File: src/rtl/pacman_pkg.sv
// Shared direction codes, game states and direction helpers for the Pac-Man input path.
package pacman_pkg;

   typedef logic [1:0] dir_t;

   localparam dir_t DIR_UP    = 2'd0;
   localparam dir_t DIR_LEFT  = 2'd1;
   localparam dir_t DIR_DOWN  = 2'd2;
   localparam dir_t DIR_RIGHT = 2'd3;

   typedef enum logic [1:0] {
      GS_IDLE  = 2'd0,
      GS_PLAY  = 2'd1,
      GS_PAUSE = 2'd2,
      GS_OVER  = 2'd3
   } game_state_t;

   // Opposite directions differ only in bit 1 of the code.
   function automatic dir_t reverse_dir(input dir_t d);
      return d ^ 2'b10;
   endfunction

endpackage

File: src/rtl/pacman_turn_buffer.sv
// Holds one pending turn request; register outputs, 1-cycle update, no backpressure.
// TURN_EXPIRE_EN adds a BUF_TICKS countdown on tile ticks that drops stale requests.
module pacman_turn_buffer
   import pacman_pkg::*;
#(
   parameter int unsigned BUF_TICKS = 4
) (
   input  logic clk,
   input  logic rst_n,
   input  logic i_load,
   input  dir_t i_load_dir,
   input  logic i_clear,
   input  logic i_tick,
   input  logic i_commit,
   output logic o_eff_pending,
   output dir_t o_eff_dir,
   output logic o_req_pending,
   output dir_t o_req_dir
);

   if (BUF_TICKS < 1 || BUF_TICKS > 15) begin : g_bad_buf_ticks
      $error("pacman_turn_buffer: BUF_TICKS must be 1..15");
   end

   logic r_req_pending;
   dir_t r_req_dir;
   logic w_eff_pending;
   dir_t w_eff_dir;
   logic w_expire;
   logic w_pending_n;

   // Effective request: what the tile evaluation sees after this cycle's key.
   always_comb begin
      w_eff_pending = r_req_pending;
      w_eff_dir     = r_req_dir;
      if (i_clear) begin
         w_eff_pending = 1'b0;
      end else if (i_load) begin
         w_eff_pending = 1'b1;
         w_eff_dir     = i_load_dir;
      end
   end

`ifdef TURN_EXPIRE_EN
   localparam logic [3:0] LP_TICKS = 4'(BUF_TICKS);

   logic [3:0] r_cnt;
   logic [3:0] w_cnt_n;

   always_comb begin
      w_cnt_n  = r_cnt;
      w_expire = 1'b0;
      if (i_clear) begin
         w_cnt_n = 4'd0;
      end else if (i_load) begin
         w_cnt_n = LP_TICKS;
      end
      if (i_tick && w_eff_pending && !i_commit) begin
         if (w_cnt_n != 4'd0) begin
            w_cnt_n = w_cnt_n - 4'd1;
         end
         if (w_cnt_n == 4'd0) begin
            w_expire = 1'b1;
         end
      end
   end

   always_ff @(posedge clk or negedge rst_n) begin
      if (!rst_n) begin
         r_cnt <= 4'd0;
      end else begin
         r_cnt <= w_cnt_n;
      end
   end
`else
   assign w_expire = 1'b0;
`endif

   assign w_pending_n = w_eff_pending && !(i_tick && i_commit) && !w_expire;

   always_ff @(posedge clk or negedge rst_n) begin
      if (!rst_n) begin
         r_req_pending <= 1'b0;
         r_req_dir     <= DIR_UP;
      end else begin
         r_req_pending <= w_pending_n;
         r_req_dir     <= w_eff_dir;
      end
   end

   assign o_eff_pending = w_eff_pending;
   assign o_eff_dir     = w_eff_dir;
   assign o_req_pending = r_req_pending;
   assign o_req_dir     = r_req_dir;

endmodule

File: src/rtl/pacman_input_sequencer.sv
// Game FSM plus turn buffering: key pulses become a registered direction one cycle later.
// No backpressure; TURN_EXPIRE_EN enables expiry of buffered turns after BUF_TICKS tile steps.
module pacman_input_sequencer
   import pacman_pkg::*;
#(
   parameter int unsigned BUF_TICKS = 4,
   parameter dir_t        INIT_DIR  = DIR_LEFT
) (
   input  logic       clk,
   input  logic       rst_n,
   input  logic       i_move_up,
   input  logic       i_move_down,
   input  logic       i_move_left,
   input  logic       i_move_right,
   input  logic       i_start_game,
   input  logic       i_tile_step,
   input  logic [3:0] i_wall_mask,
   input  logic       i_game_over,
   output logic [1:0] o_cur_dir,
   output logic       o_moving,
   output logic       o_req_pending,
   output logic [1:0] o_req_dir,
   output logic [1:0] o_game_state,
   output logic       o_game_active
);

   game_state_t r_state;
   dir_t        r_cur_dir;
   logic        r_moving;
   logic        r_moving_saved;
   logic        r_game_active;

   game_state_t w_state_n;
   dir_t        w_cur_n;
   logic        w_mov_n;
   logic        w_saved_n;
   logic        w_cand_vld;
   dir_t        w_cand_dir;
   logic        w_load;
   logic        w_clear;
   logic        w_tick;
   logic        w_commit;
   logic        w_eff_pending;
   dir_t        w_eff_dir;
   logic        w_req_pending;
   dir_t        w_req_dir;

   assign w_cand_vld = i_move_up | i_move_left | i_move_down | i_move_right;

   always_comb begin
      w_cand_dir = DIR_UP;
      if (i_move_up) begin
         w_cand_dir = DIR_UP;
      end else if (i_move_left) begin
         w_cand_dir = DIR_LEFT;
      end else if (i_move_down) begin
         w_cand_dir = DIR_DOWN;
      end else if (i_move_right) begin
         w_cand_dir = DIR_RIGHT;
      end
   end

   always_comb begin
      w_state_n = r_state;
      w_cur_n   = r_cur_dir;
      w_mov_n   = r_moving;
      w_saved_n = r_moving_saved;
      w_load    = 1'b0;
      w_clear   = 1'b0;
      w_tick    = 1'b0;
      w_commit  = 1'b0;
      case (r_state)
         GS_IDLE: begin
            w_clear = 1'b1;
            if (i_start_game) begin
               w_state_n = GS_PLAY;
               w_mov_n   = 1'b1;
            end
         end
         GS_PLAY: begin
            if (i_game_over) begin
               w_state_n = GS_OVER;
               w_mov_n   = 1'b0;
               w_clear   = 1'b1;
            end else if (i_start_game) begin
               w_state_n = GS_PAUSE;
               w_saved_n = r_moving;
               w_mov_n   = 1'b0;
            end else begin
               if (w_cand_vld) begin
                  if (w_cand_dir == reverse_dir(r_cur_dir)) begin
                     w_cur_n = w_cand_dir;
                     w_mov_n = 1'b1;
                     w_clear = 1'b1;
                  end else if (w_cand_dir == r_cur_dir) begin
                     w_clear = 1'b1;
                  end else begin
                     w_load = 1'b1;
                  end
               end
               // Tile evaluation sees the request and direction already updated by this cycle's key.
               if (i_tile_step) begin
                  w_tick = 1'b1;
                  if (w_eff_pending && !i_wall_mask[w_eff_dir]) begin
                     w_cur_n  = w_eff_dir;
                     w_mov_n  = 1'b1;
                     w_commit = 1'b1;
                  end else if (i_wall_mask[w_cur_n]) begin
                     w_mov_n = 1'b0;
                  end else begin
                     w_mov_n = 1'b1;
                  end
               end
            end
         end
         GS_PAUSE: begin
            if (i_start_game) begin
               w_state_n = GS_PLAY;
               w_mov_n   = r_moving_saved;
            end
         end
         GS_OVER: begin
            w_clear = 1'b1;
            if (i_start_game) begin
               w_state_n = GS_IDLE;
               w_cur_n   = INIT_DIR;
               w_mov_n   = 1'b0;
            end
         end
         default: begin
            w_state_n = GS_IDLE;
         end
      endcase
   end

   always_ff @(posedge clk or negedge rst_n) begin
      if (!rst_n) begin
         r_state        <= GS_IDLE;
         r_cur_dir      <= INIT_DIR;
         r_moving       <= 1'b0;
         r_moving_saved <= 1'b0;
         r_game_active  <= 1'b0;
      end else begin
         r_state        <= w_state_n;
         r_cur_dir      <= w_cur_n;
         r_moving       <= w_mov_n;
         r_moving_saved <= w_saved_n;
         r_game_active  <= (w_state_n == GS_PLAY);
      end
   end

   pacman_turn_buffer #(
      .BUF_TICKS (BUF_TICKS)
   ) u_turn_buffer (
      .clk           (clk),
      .rst_n         (rst_n),
      .i_load        (w_load),
      .i_load_dir    (w_cand_dir),
      .i_clear       (w_clear),
      .i_tick        (w_tick),
      .i_commit      (w_commit),
      .o_eff_pending (w_eff_pending),
      .o_eff_dir     (w_eff_dir),
      .o_req_pending (w_req_pending),
      .o_req_dir     (w_req_dir)
   );

   assign o_cur_dir     = r_cur_dir;
   assign o_moving      = r_moving;
   assign o_req_pending = w_req_pending;
   assign o_req_dir     = w_req_dir;
   assign o_game_state  = r_state;
   assign o_game_active = r_game_active;

endmodule

File: config.mk
export PLATFORM = sky130hd
export DESIGN_NAME = pacman_input_sequencer
export DESIGN_NICKNAME = d
export VERILOG_FILES = /design/src/rtl/pacman_pkg.sv /design/src/rtl/pacman_turn_buffer.sv /design/src/rtl/pacman_input_sequencer.sv
export SDC_FILE = /design/constraint.sdc
export NUM_CORES = 1
export LEC_CHECK = 0
export ABC_CLOCK_PERIOD_IN_PS = 3910
export BUFFER_PORTS_ARGS = -buffer_cell sky130_fd_sc_hd__buf_2
export CAP_MARGIN = 0
export CORE_MARGIN = 2
export CORE_UTILIZATION = 40
export CTS_CLUSTER_DIAMETER = 150
export DETAILED_ROUTE_END_ITERATION = 6
export PLACE_DENSITY_LB_ADDON = 0.2
export SLEW_MARGIN = 20
export SYNTH_ARGS = -nofsm -noshare
export SYNTH_HDL_FRONTEND = slang
export SYNTH_SLANG_ARGS = --single-unit
File: constraint.sdc
create_clock -name clk -period 3.91 [get_ports clk]
set_input_delay 0.391 -clock clk [delete_from_list [all_inputs] [get_ports clk]]
set_output_delay 0.391 -clock clk [all_outputs]
set_load 0.1 [all_outputs]
==> impl_results.md, run 1 <==
* Outcome: finished clean
* Post-route cell area at 1070 um^2
* Final hold vios at 0
* Initial Util at 41.4%
* Layout cells sized above 1 at a little under a third
* CTS tree: done
* Iteration count of the initial detailed-routing pass at 4
* Worst-path clk slew at ~70 ps
* Worst slew pin tran at about 490 ps
* Critical Path Start: o_game_state[1]
* VDD IR max at roughly 0.00054 V
* Flops & latches, synth at 10
* Unrepaired setup endpoints after global routing: no
* Initial antenna violation count at 0
* PostCTS Resize Cnt at 0
* Post-synthesis sequential area ratio at 28.0%
* Mapped Area at 898 um^2
* GR peak layer: met2
* First-pass GRT wire length at between 3 and 4 mm
* FP Rows at 17
* Synth Instances at roughly 100
* Die X at approximately 51 um
* Dpl cells at ~140
* Residual DRC count at 0
* Reg2Reg Depth at 9
* Placed Area at 1020 um^2
* Crit path kind: flip-flop to flip-flop
* Syn Nets at approximately 120
* Top_reg_cell synth: dfrtp_1
* Total CTS buffers at 3
* Critical path peak fanout at 9
* Critical R2R Launch: o_game_state[1]
* Clock Latency Late Sink at 270 ps
* Async SR Flop Fraction at between 90% and 100%
* Final setup fails at 0
* Total routed wirelength at approximately 2.1 mm
* Max-cap viol count at 0
* Hold_sp: i_game_over
* Number of synthesized flops with an enable pin at 0
* Tightest Hold Check Type: input pin to flip-flop
* Max Freq at 352 MHz
* Final cell count without fillers at about 150
* Die Outline Area at ~2600 um^2
* Hold depth at 3
* P&R area growth vs syn at 18.8%
* Clock tree buffer depth at 2
* Setup_tns at 0 ps
* GR Util met3 at under 10%
* CTS Hold Bufs at 1
* HPWL after detailed placement at 1.60 mm
* Synth Warn # at 0
* Critical path arrival at around 3000 ps
* # nets final at 140
* Root buf cell: clkbuf_4
* Ant diodes at 0
* GRT met2 Usage at 26.3%
* R2r endpoint: o_cur_dir[1]
* Top-Level Pins at 22
* Largest net degree at the start of global routing at 14
* GRT Overall Usage at about 18%
* Power Dens Cells at a little over 900 nW/um^2
* 1st-iter DRT viols at 21
* Max-slew headroom at the worst pin at 67.3%
* CP startpoint kind: flip-flop
* Hold endpoint: o_game_state[0]
* H-tree depth at 1
* Fin crit share at between 70 and 80%
* Die Ht at slightly above 50 um
* Clock skew at around 5.6 ps
* Routed len/inst at approximately 14 um
* Mean post-synth cell area at approximately 9.2 um^2
* Vias in the first global route at between 700 and 800
* Routability-driven placement congestion ratio at ~0.85
* Met1 usage at 24.7%
* Pins Over Slew Limit at 0
* PortBufs at 21
* CTS sink count at 10
* Vias per cell at between 5 and 6
* Worst setup EP type: flip-flop
* Post-synth cell types at 43
* Grt total ovfl at 0
* P_leak at 0.481 nW
* Antenna-violating nets left at 0
* Post-CTS setup buffer count at 0
* FF-to-FF setup slack at about 1100 ps
* Core area at about 2200 um^2
* CP required at roughly 4100 ps
* Fin crit period at ~2800 ps
* DR vias at about 830
==> stage by stage <==
step / util (%) / worst slack, ps / hold WS [ps] / power [mW]
6_report: 49.2 / 1070 / 449 / 0.970
2_1_floorplan: - / 782 / 95.4 / 0.766
5_1_grt: 49.2 / 858 / 450 / 1.04
3_3_place_gp: 47.1 / 1230 / 267 / 0.870
3_5_place_dp: 47.1 / 1120 / 270 / 0.874
4_1_cts: 49.2 / 1080 / 439 / 0.977
==> cell type report <==
type                            instances  area [um^2]
Multi-Input combinational cell         80          611
Inverter                                5         18.8
Fill cell                             222         1100
Tap cell                               28         35.0
Timing Repair Buffer                   22          115
Sequential cell                        10          251
Clock buffer                            4         36.3
==> placed cells by master, fill, tap and decap left out, types with 3 or more instances in the layout <==
cell       n
buf_2     21
nor2_1     9
a21oi_1    9
dfrtp_1    9
nand2_1    7
o21ai_0    6
ha_1       5
inv_1      4
nor2b_1    4
clkbuf_4   3
==> registers in the layout, summed over array words and instances (netlist names) <==
signal,count
o_moving,1
r_moving_saved,1
o_game_state,2
u_turn_buffer.o_req_dir,2
o_cur_dir,2
o_game_active,1
u_turn_buffer.o_req_pending,1
==> report_power, final <==
group | internal (mW) | switching (mW) | total, mW
registers | 0.153 | 0.0535 | 0.207
logic | 0.170 | 0.497 | 0.668
clock network | 0.0567 | 0.0396 | 0.0962
==> cell families after synthesis <==
group | share of synthesized area [%]
fa+ha+maj | 6.96
flops | 28.0
compound gates | 34.8
simple gates | 18.8
buf+inv | 4.04
mux | 7.38
==> synth_stat cells (2+ instances only) <==
master     number  area share (%)
a21oi_1         9             5.0
nor2_1          9             3.8
buf_2           2             1.1
nor2b_1         4             2.8
ha_1            5             7.0
dfrtp_1         9              25
nand3b_1        2             1.7
nand2b_1        2             1.4
o21ai_0         6             3.3
o31ai_1         2             1.7
a2111oi_4       2             6.1
nor3b_1         2             1.7
o211ai_1        2             1.7
nand3_1         2             1.1
inv_1           4             1.7
a211oi_1        2             1.7
a21boi_1        2             1.7
nand2_1         7             2.9
==> worst max-delay path: stages, from the launching register on <==
cell and delay, ps:
dfrtp_1 410, inv_1 140, ha_1 330, or3b_4 440, a21oi_4 200, o2111ai_1 200
and2_4 250, a2111oi_4 430, nor3b_1 110, o31ai_1 240
==> worst max path at each step <==
stage,end,depth (start not counted)
finish,o_cur_dir[1],9
global route,o_cur_dir[1],9
detailed placement,o_cur_dir[0],9
floorplan,o_cur_dir[0],11
global placement,o_cur_dir[0],9
CTS,o_cur_dir[1],9
==> per-layer routing <==
| layer | part of all wire [%] | vias up |
|---|---|---|
| li1 | - | 414 |
| met1 | 50 | 395 |
| met2 | 45 | 17 |
| met3 | 3.2 | 5 |
| met4 | 2.3 | 0 |
| met5 | 0 | - |
No activity file was read; power rests on OpenSTA's default activity.
==> run 2, diff against run 1 <==
ABC_AREA = 1   (was default)
ABC_CLOCK_PERIOD_IN_PS = 2400   (was 3910)
clock period = 2.4 ns   (was 3.91 ns; I/O delays follow)
==> run 2 against run 1 <==
  * Worst setup slack lost 770 ps
  * First-iteration DRC count is 14% higher
  * Cell count is 17% higher
  * Die area down 5.0%
  * Clock skew up 4.3 ps
  * Register-to-register slack worse by 770 ps
  * Synthesized cell count increased by 26%
  * Via count rose by 2.3%
  * Final area is 4.0% lower
  * Clock-buffer cell count stayed put
  * Non-clock buffer count did not move
  * Sequential share of layout area is 1.2 points higher
  * Largest cell class unchanged
  * Largest power group unchanged
==> impl_results.md, run 2 <==
* Largest net degree at the start of global routing at 11
* Clock tree buffer depth at 2
* Power Dens Cells at between 1000 and 1500 nW/um^2
* Final setup fails at 0
* Post-synth top area share at 26.5%
* Mapped Area at 850 um^2
* Die Outline Area at between 2000 and 3000 um^2
* Main area contributors after synthesis: dfrtp_1, nand2_1, inv_1, ha_1, o21ai_0
* Reg2Reg Depth at 19
* Total routed wirelength at approximately 1.9 mm
* Slowest CP cell: dfrtp_2
* CTS sink count at 10
* Critical R2R Launch: o_game_state[1]
* Die Ht at 50.1 um
* Critical Path Start: o_game_state[1]
* Critical path arrival at between 2000 and 2500 ps
* Worst setup EP type: flip-flop
* FP Rows at 16
* Async SR Flop Fraction at 100%
* Post-synth cell types at 24
* Fin crit period at ~2100 ps
* Outcome: finished clean
* PortBufs at 21
* Antenna-violating nets left at 0
* P_leak at between 0.5 and 0.6 nW
* First-pass GRT wire length at around 3.5 mm
* Routability-driven placement congestion ratio at a little under 0.9
* Cell Chain, Critical Path: inv_2 > ha_4 > inv_1 > nor2_4 > inv_2 > nor2_4 > nand3_2 > nand2_1 > o21ai_1 > nand2_1 > nand2_2 > inv_2 > nand3_2 > nand2_2 > nand3_2 > nand2_1 > nand3_1 > nand2_1 > inv_1
* Routed len/inst at approximately 11 um
* Critical path peak fanout at 6
* Most frequent cells in the layout: nand2_1, buf_2, inv_1
* CP startpoint kind: flip-flop
* Residual DRC count at 0
* Grt total ovfl at 0
* Max-cap viol count at 0
* Worst-path clk slew at 60 ps
* Max Freq at about 480 MHz
* Setup_tns at 0 ps
* Crit path kind: flip-flop to flip-flop
* Ant diodes at 0
* H-tree depth at 1
* Clock skew at roughly 9.8 ps
* Layout cells sized above 1 at approximately 30%
* Crit-path leading delay family: simple AND/OR/NAND/NOR gates
* Clock Latency Late Sink at 260 ps
* Synth Warn # at 0
* Multi-input logic area at slightly above 500 um^2
* VDD IR max at approximately 0.00097 V
* Mean post-synth cell area at 6.91 um^2
* Vias in the first global route at roughly 840
* Flops & latches, synth at 10
* Die X at about 50 um
* Critical Path Most Common Cell: nand2_1
* FF-to-FF setup slack at between 200 and 300 ps
* Pins Over Slew Limit at 0
* Core area at around 2000 um^2
* Post-synthesis sequential area ratio at roughly 30%
* Worst slew pin tran at slightly above 500 ps
* Iteration count of the initial detailed-routing pass at 4
* Tightest Hold Check Type: input pin to flip-flop
* Commonest cells post-synth: nand2_1, inv_1, nor2_1, o21ai_0, dfrtp_1
* Synth area leader: dfrtp_1
* Seq. cell area at between 200 and 300 um^2
* CP bufs+invs at 5
* Top_reg_cell synth: dfrtp_1
* Fill cell count at ~200
* R2r endpoint: o_cur_dir[0]
* Commonest non-fill, non-tap cell in the layout: nand2_1
* Number of synthesized flops with an enable pin at 0
* CP required at around 2600 ps
* Syn Nets at 141
* CP peak stage delay at between 400 and 500 ps
* Total CTS buffers at 3
* CTS tree: done
* Vias per cell at roughly 4.9
* # nets final at between 150 and 200
* Placed Area at 976 um^2
* Final hold vios at 0
* Most common cell in the synthesized netlist: nand2_1
* P&R area growth vs syn at 20.6%
* Synth Instances at about 120
* Root buf cell: clkbuf_4
* Crit. path cell count at 19
* Critical Path End: o_cur_dir[0]
* DR vias at 850
* Fin crit share at ~88%
* HPWL after detailed placement at 1.60 mm
* Top-Level Pins at 22
* Unrepaired setup endpoints after global routing: no
* Initial antenna violation count at 0
* 1st-iter DRT viols at 24
* Initial Util at roughly 43%
* GRT Overall Usage at 18.2%
* Post-route cell area at ~1000 um^2
* Max-slew headroom at the worst pin at between 60 and 70%
-- run 2: area by class of cell --
cell class	instances	area share, %
clock buffers	4	2.56
multi-input cells	90	50.1
repair buffers	22	11.2
well taps	27	3.30
inverters	22	8.06
flip-flops and latches	10	24.8
-- run 2: worst min-delay path: cells and delay by family --
family | cells | cell delay, ps
buffers and inverters | 1 | 110
AND/OR/NAND/NOR | 3 | 160
-- run 2: cells by family (layout without fill, tap and decap cells) --
logic type | count (synthesis) | count (layout) | synth area share [%]
AO/OA/AOI/OAI | 20 | 20 | 14.1
adder cells (fa/ha/maj) | 5 | 5 | 7.36
AND/OR/NAND/NOR | 65 | 65 | 37.4
flip-flops | 10 | 10 | 29.6
buffers and inverters | 23 | 48 | 11.5
-- run 2: stage by stage --
step / utilization (%) / worst slack (ps) / total power [mW] / cells / hold slack, ps
2_1_floorplan: - / 147 / 1.20 / 123 / -55.6
3_3_place_gp: 49.2 / 281 / 1.39 / 170 / 101
3_5_place_dp: 49.2 / 236 / 1.39 / 170 / 106
4_1_cts: 51.1 / 205 / 1.52 / 175 / 288
5_1_grt: 51.7 / 54.4 / 1.66 / 175 / 318
6_report: 51.7 / 299 / 1.53 / 175 / 300
-- run 2: report_power, final --
part	leakage, nW	switching, mW	internal, mW
Combinational	0.411	0.851	0.252
Clock	0.0150	0.0502	0.0639
Sequential	0.116	0.0671	0.246
-- run 2: worst min path at each step --
stage,slack [ps],cells after the start,endpoint,from
after floorplan,-60,0,o_cur_dir[1],rst_n
after global placement,100,1,u_turn_buffer.o_req_dir[0],rst_n
after detailed placement,110,1,u_turn_buffer.o_req_dir[0],rst_n
after CTS,290,4,r_moving_saved,i_game_over
after global routing,320,4,r_moving_saved,i_game_over
final,300,4,r_moving_saved,i_game_over
-- run 2: routing by layer --
layer	vias up	GRT usage [%]	wire, um
li1	446	-	-
met1	378	24.9	923
met2	22	28.7	878
met3	4	2.12	107
met4	0	7.87	20
met5	-	0	0
-- run 2: repair_timing --
| item | CTS | global route |
|---|---|---|
| hold buffers | 1 | 0 |
| endpoints found under the hold margin | 9 | 0 |
| resized for setup | 0 | 3 |
| setup endpoints to repair | 0 | 4 |
| buffers inserted | 0 | 0 |
